[src/rtl/fuzz_seq_pkg.sv]
// Shared types, constants and helpers for the fuzz stimulus sequencer.
// Holds the run-state encoding, the LCG defaults and the MISR feedback taps.
package fuzz_seq_pkg;

    typedef enum logic [2:0] {
        IDLE,
        RESET,
        FILL,
        COMMIT,
        DRAIN,
        DONE
    } state_t;

    localparam logic [31:0] LCG_A_DEF = 32'h41C64E6D;
    localparam logic [31:0] LCG_C_DEF = 32'h00003039;

    // Feedback taps at bits 31, 21, 1 and 0.
    localparam logic [31:0] MISR_TAPS = 32'h8020_0003;

    function automatic logic [31:0] lcg_next(input logic [31:0] s,
                                             input logic [31:0] a,
                                             input logic [31:0] c);
        return s * a + c;
    endfunction

    function automatic int nwords(input int w);
        return (w + 31) / 32;
    endfunction

endpackage

[src/rtl/sig_misr32.sv]
// 32-bit MISR that XOR-folds a wide response into one word per absorb.
// clear reloads all-ones; en absorbs the current data word.
module sig_misr32
    import fuzz_seq_pkg::*;
#(
    parameter int OUT_W = 330
) (
    input  logic             clk,
    input  logic             rst_n,
    input  logic             clear,
    input  logic             en,
    input  logic [OUT_W-1:0] data,
    output logic [31:0]      sig
);
    localparam int NCH = nwords(OUT_W);

    logic [NCH*32-1:0] padded;
    logic [31:0]       fold;
    logic              fb;

    always_comb begin
        padded            = '0;
        padded[OUT_W-1:0] = data;
        fold              = '0;
        for (int i = 0; i < NCH; i++) begin
            fold = fold ^ padded[32*i +: 32];
        end
    end

    assign fb = ^(sig & MISR_TAPS);

    always_ff @(posedge clk or negedge rst_n) begin
        if (!rst_n) begin
            sig <= 32'hFFFF_FFFF;
        end else if (clear) begin
            sig <= 32'hFFFF_FFFF;
        end else if (en) begin
            sig <= {sig[30:0], fb} ^ fold;
        end
    end

endmodule

[src/rtl/fuzz_stim_sequencer.sv]
// Run controller for a fuzzed DUT: sequences its reset, streams LCG vectors
// word by word into a shadow register and compresses responses into a MISR.
module fuzz_stim_sequencer
    import fuzz_seq_pkg::*;
#(
    parameter int          IN_W       = 265,
    parameter int          OUT_W      = 330,
    parameter int          RST_CYCLES = 2,
    parameter logic [31:0] LCG_A      = LCG_A_DEF,
    parameter logic [31:0] LCG_C      = LCG_C_DEF
) (
    input  logic             clk,
    input  logic             rst_n,
    input  logic             start,
    input  logic             abort,
    input  logic [31:0]      seed,
    input  logic [31:0]      cycles,
    output logic             dut_rst_n,
    output logic [IN_W-1:0]  in_flat,
    input  logic [OUT_W-1:0] out_flat,
    output logic             busy,
    output logic             done,
    output logic [31:0]      vec_count,
    output logic [31:0]      signature,
    output state_t           dbg_state
);
    localparam int            NWORDS = nwords(IN_W);
    localparam int            KW     = $clog2(NWORDS + 1);
    localparam int            RW     = $clog2(RST_CYCLES + 1);
    localparam logic [KW-1:0] K_LAST = KW'(NWORDS - 1);
    localparam logic [RW-1:0] R_LAST = RW'(RST_CYCLES - 1);

    state_t          state, state_nxt;
    logic [KW-1:0]   k;
    logic [RW-1:0]   rst_cnt;
    logic [31:0]     lcg_s, lcg_nxt, cycles_q;
    logic [IN_W-1:0] shadow;
    logic            start_ok, abort_ok, last_vec, misr_en;

    // start and abort are single-cycle pulses with no ready: start is taken
    // only in IDLE/DONE, abort only while busy, and abort wins when both fire.
    assign start_ok  = start && !abort && (state == IDLE || state == DONE);
    assign abort_ok  = abort && busy;
    assign busy      = state inside {RESET, FILL, COMMIT, DRAIN};
    assign done      = (state == DONE);
    assign dut_rst_n = state inside {FILL, COMMIT, DRAIN, DONE};
    assign dbg_state = state;
    assign lcg_nxt   = lcg_next(lcg_s, LCG_A, LCG_C);
    // 33-bit compare so cycles = FFFFFFFF cannot wrap to an early finish.
    assign last_vec  = ({1'b0, vec_count} + 33'd1) == ({1'b0, cycles_q} + 33'd1);
    assign misr_en   = !abort_ok && (((state == COMMIT) && (vec_count != 32'd0)) ||
                                     ((state == DRAIN) && (k == K_LAST)));

    always_ff @(posedge clk or negedge rst_n) begin
        if (!rst_n) state <= IDLE;
        else        state <= state_nxt;
    end

    always_comb begin
        state_nxt = state;
        case (state)
            IDLE, DONE: if (start_ok) state_nxt = RESET;
            RESET:      if (rst_cnt == R_LAST) state_nxt = FILL;
            FILL:       if (k == K_LAST) state_nxt = COMMIT;
            COMMIT:     state_nxt = last_vec ? DRAIN : FILL;
            DRAIN:      if (k == K_LAST) state_nxt = DONE;
            default:    state_nxt = IDLE;
        endcase
        if (abort_ok) state_nxt = IDLE;
    end

    always_ff @(posedge clk or negedge rst_n) begin
        if (!rst_n) begin
            k         <= '0;
            rst_cnt   <= '0;
            lcg_s     <= '0;
            cycles_q  <= '0;
            vec_count <= '0;
            in_flat   <= '0;
        end else if (start_ok) begin
            lcg_s     <= seed;
            cycles_q  <= cycles;
            vec_count <= '0;
            in_flat   <= '0;
            rst_cnt   <= '0;
            k         <= '0;
        end else if (abort_ok) begin
            in_flat <= '0;
        end else begin
            case (state)
                RESET: begin
                    rst_cnt <= rst_cnt + 1'b1;
                    k       <= '0;
                end
                FILL: begin
                    lcg_s <= lcg_nxt;
                    k     <= (k == K_LAST) ? '0 : k + 1'b1;
                end
                COMMIT: begin
                    in_flat   <= shadow;
                    vec_count <= vec_count + 32'd1;
                    k         <= '0;
                end
                DRAIN:   k <= k + 1'b1;
                default: ;
            endcase
        end
    end

    // The top word is narrower, so it keeps only the low bits of its LCG step.
    for (genvar w = 0; w < NWORDS; w++) begin : g_word
        localparam int LO = 32 * w;
        localparam int WW = (IN_W - LO < 32) ? (IN_W - LO) : 32;
        logic [WW-1:0] word_q;

        always_ff @(posedge clk or negedge rst_n) begin
            if (!rst_n) begin
                word_q <= '0;
            end else if (state == FILL && k == KW'(w) && !abort_ok) begin
                word_q <= lcg_nxt[WW-1:0];
            end
        end

        assign shadow[LO +: WW] = word_q;
    end

    sig_misr32 #(.OUT_W(OUT_W)) u_misr (
        .clk   (clk),
        .rst_n (rst_n),
        .clear (start_ok),
        .en    (misr_en),
        .data  (out_flat),
        .sig   (signature)
    );

endmodule

[config.mk]
export PLATFORM = sky130hd
export DESIGN_NAME = fuzz_stim_sequencer
export DESIGN_NICKNAME = d
export VERILOG_FILES = /design/src/rtl/fuzz_seq_pkg.sv /design/src/rtl/sig_misr32.sv /design/src/rtl/fuzz_stim_sequencer.sv
export SDC_FILE = /design/constraint.sdc
export NUM_CORES = 2
export LEC_CHECK = 0
export ABC_CLOCK_PERIOD_IN_PS = 12900
export CORE_MARGIN = 2
export CORE_UTILIZATION = 38
export DETAILED_ROUTE_END_ITERATION = 8
export SLEW_MARGIN = 15
export SYNTH_ARGS = -nofsm -noshare
export SYNTH_HDL_FRONTEND = slang
export SYNTH_SLANG_ARGS = --single-unit
[constraint.sdc]
create_clock -name clk -period 12.9 [get_ports clk]
set_input_delay 3.225 -clock clk [delete_from_list [all_inputs] [get_ports clk]]
set_output_delay 3.225 -clock clk [all_outputs]
set_load 0.02 [all_outputs]
==> summary.txt <==
STA
  – Final setup violating endpoints: 0
  – Max Fclk: between 100 and 150 MHz
  – Rel. slew slack: 0.210
  – Fin crit period: 7.67 ns
  – Hold violation total from the final report: 0
  – Setup Skew: around 0.042 ns
  – Slew @ Worst Pin: ~1.2 ns
  – Final Max Slew Viols: 0
  – Final Cycle Share: 0.595
  – Unrepaired setup endpoints after global routing: false
  – Final worst slack: ~5.2 ns
  – Setup_tns: 0 ns

Cells and area
  – Area delta synth->final: 30.7%
  – Share of cells above drive strength 1: 0.0651
  – Register area: roughly 0.017 mm2
  – Fillcell total: 9189
  – Layout Nets: roughly 5100
  – Final Non-Filler Cells: around 5600
  – Area of the multi-input gates: 0.0195 mm2

Global routing
  – Overall routing resource usage: 0.278
  – Initial antenna violation count: 16
  – Number of global-route vias before repair: 29025
  – First-pass GRT wire length: about 210 mm
  – Largest net degree at the start of global routing: ~200
  – Grt ovf: 0

Worst setup path
  – Worst R2R Path Depth: 24
  – Crit Path Max Fanout: 10
  – Worst setup EP type: register
  – CP cell instances: ha_1 -> xor2_1 -> ha_1 -> a21oi_1 -> fa_1 -> fa_1 -> inv_1 -> fa_1 -> inv_1 -> fa_1 -> inv_1 -> fa_1 -> inv_1 -> fa_1 -> inv_1 -> ha_1 -> nand3_1 -> a2111oi_0 -> o211ai_1 -> o211ai_1 -> a221oi_1 -> nor2b_1 -> xnor2_2 -> mux2_2
  – Buf/Inv on CP: 5
  – Crit path launch: lcg_s[5]
  – CP Launch Type: register
  – Top Family by Delay on Critical Path: adder cells
  – Reg-to-reg startpoint: lcg_s[5]
  – Max stage delay on crit path: between 0.7 and 0.8 ns
  – Worst Path Required: approximately 13 ns
  – WP depth: 24
  – Most used cell along the critical path: fa_1
  – Crit path kind: reg -> reg
  – CP max stage cell: dfrtp_1
  – Data arrival, critical path: 8.24 ns

Synth
  – Prevailing post-synth register cell: dfrtp_1
  – Distinct cells, synth: 65
  – Synth Area in Simple Gates: 0.0730
  – Compound-Gate Fraction of Synth Area: 0.134
  – Share of synthesized flip-flops with an asynchronous set or reset: 1.00
  – Largest family of logic cells by synthesized area: adder cells
  – EDFF count, synth: 0
  – Post-synthesis adder-cell area fraction: 0.169
  – Yosys warnings: 0
  – Seq/Total Area, Yosys: 0.438
  – Synthesized flop and latch total: roughly 670
  – Synth Area in XOR/XNOR: 0.111
  – Net Count, Synth: approximately 4400
  – Cells after synthesis: around 3600
  – Post-Syn Area per Cell: around 11 um2
  – Mux share of post-synthesis cell area: 0.0164
  – Mapped Area: approximately 0.038 mm2

Placement
  – PortBufs: between 700 and 800
  – Post-DP HPWL: around 110 mm
  – Gp weighted congestion: approximately 0.98
  – Dpl ws: ~5.2 ns
  – Dpl cells: approximately 5500

Route
  – Via count: 29209
  – Antenna Violating Nets Remaining: 0
  – TritonRoute pass-1 iters: 8
  – Routed vias/inst: around 5.2
  – Wirelength per Cell: around 25 um
  – # DRC: 0
  – DRT iter0 DRCs: between 2000 and 2500
  – Wirelength, routed: around 140 mm

Clocking
  – Setup bufs post-CTS: 0
  – CTS hold repair buffers: 0
  – Clk sinks: roughly 670
  – Clk root buf: clkbuf_16
  – Clock transition at the registers of the reported paths: approximately 0.070 ns
  – CTS tree: done
  – Num CTS Buffers: 77
  – H-tree depth: 3
  – Clock Tree Buf Depth: 3
  – Skew-Pair Late Insertion Delay: about 0.66 ns
  – Cts repair resizes: 0

Run
  – MaxCap Viol Count: 0

Die
  – Full die area: a little over 0.1 mm2
  – Initial Utilization: 0.382
  – Core area: 0.0999 mm2
  – # rows: 116
  – Top Ports: approximately 730
  – Die height: roughly 320 um
  – Die W: roughly 320 um

Hold path
  – Worst min-delay path startpoint: g_word[3].word_q[26]
  – Hold depth: 1
  – Hold crit path type: reg -> reg

Outcome
  – Outcome: completed
## routing by layer
layer | track usage | routed length [um]
met3 | 0.0521 | 9740
met4 | 0.0686 | 3370
met1 | 0.386 | 63100
met5 | 0 | 44
met2 | 0.448 | 66800
## registers in the layout, indices dropped and copies added (netlist names)
register	cells
u_misr.sig	32
in_flat	265
vec_count	32
rst_cnt	2
cycles_q	32
lcg_s	32
dbg_state	3
k	4
g_word.word_q	265
## cell families (layout without fill, tap and decap cells)
| logic type | Yosys count | after routing |
|---|---|---|
| AO/OA/AOI/OAI | 753 | 753 |
| XOR/XNOR | 482 | 482 |
| adder cells (fa/ha/maj) | 404 | 404 |
| buffers and inverters | 591 | 1336 |
| flip-flops | 667 | 667 |
| multiplexers | 56 | 56 |
| other | 0 | 9 |
| AND/OR/NAND/NOR | 635 | 635 |
## worst paths after layout
check,endpoint,slack [ns]
setup / recovery,g_word[1].word_q[28],5.23
hold / removal,in_flat[122],0.47
setup reg to reg,g_word[1].word_q[28],5.23
hold reg to reg,in_flat[122],0.47
max in group asynchronous,in_flat[109],8.14
min in group asynchronous,cycles_q[9],2.54
## cell usage after synthesis (42+ instances only)
cell | instances | area, um2
ha_1 | 214 | 2680
xor2_1 | 59 | 517
xnor2_1 | 423 | 3700
a22o_1 | 268 | 2350
inv_1 | 421 | 1580
nor2_1 | 104 | 390
o21ai_1 | 83 | 415
a21oi_1 | 42 | 210
nand2_1 | 385 | 1450
o21ai_0 | 216 | 1080
clkbuf_1 | 152 | 571
dfrtp_1 | 635 | 15900
fa_1 | 189 | 3780
## layout make-up
type	count	area share
tap	1298	0.0325
clock inverter	28	0.00985
timing repair buffer	770	0.154
inverter	423	0.0318
clock buffer	115	0.0457
antenna	9	0.000451
sequential	667	0.335
multi-input combinational	2330	0.390
## stage by stage
step	hold WS (ns)	cell area, um2	util
global route	0.491	49900	0.500
CTS	0.473	49900	0.500
floorplan	0.451	38200	-
finish	0.471	49900	0.500
global placement	0.462	47100	0.472
detailed placement	0.471	47100	0.472
## cells in the final DEF, fill, tap and decap left out, drive strengths merged, types with 5 or more instances in the layout
cell type,Yosys,layout
o21ai,299,299
a221oi,5,5
o21a,5,5
bufinv,0,9
a211oi,7,7
nand2,385,385
nor2b,7,7
nand3,29,29
ha,214,214
or3,6,6
nor2,104,104
xor2,59,59
mux2,52,52
fa,189,189
a31oi,39,39
a21oi,42,42
a22o,268,268
clkdlybuf4s50,0,731
nor4,18,18
and2,5,5
and3,14,14
inv,423,428
diode,0,9
nand4,22,22
a21o,16,16
clkbuf,152,115
and4,13,13
clkinv,0,13
xnor2,423,423
o31ai,19,19
a22oi,28,28
dfrtp,635,635
dfstp,32,32
nor3,18,18
buf,16,39
Power is left out: the tool's default activity adds up to more than one toggle a clock period on the data nets, which glitch-free logic cannot reach.
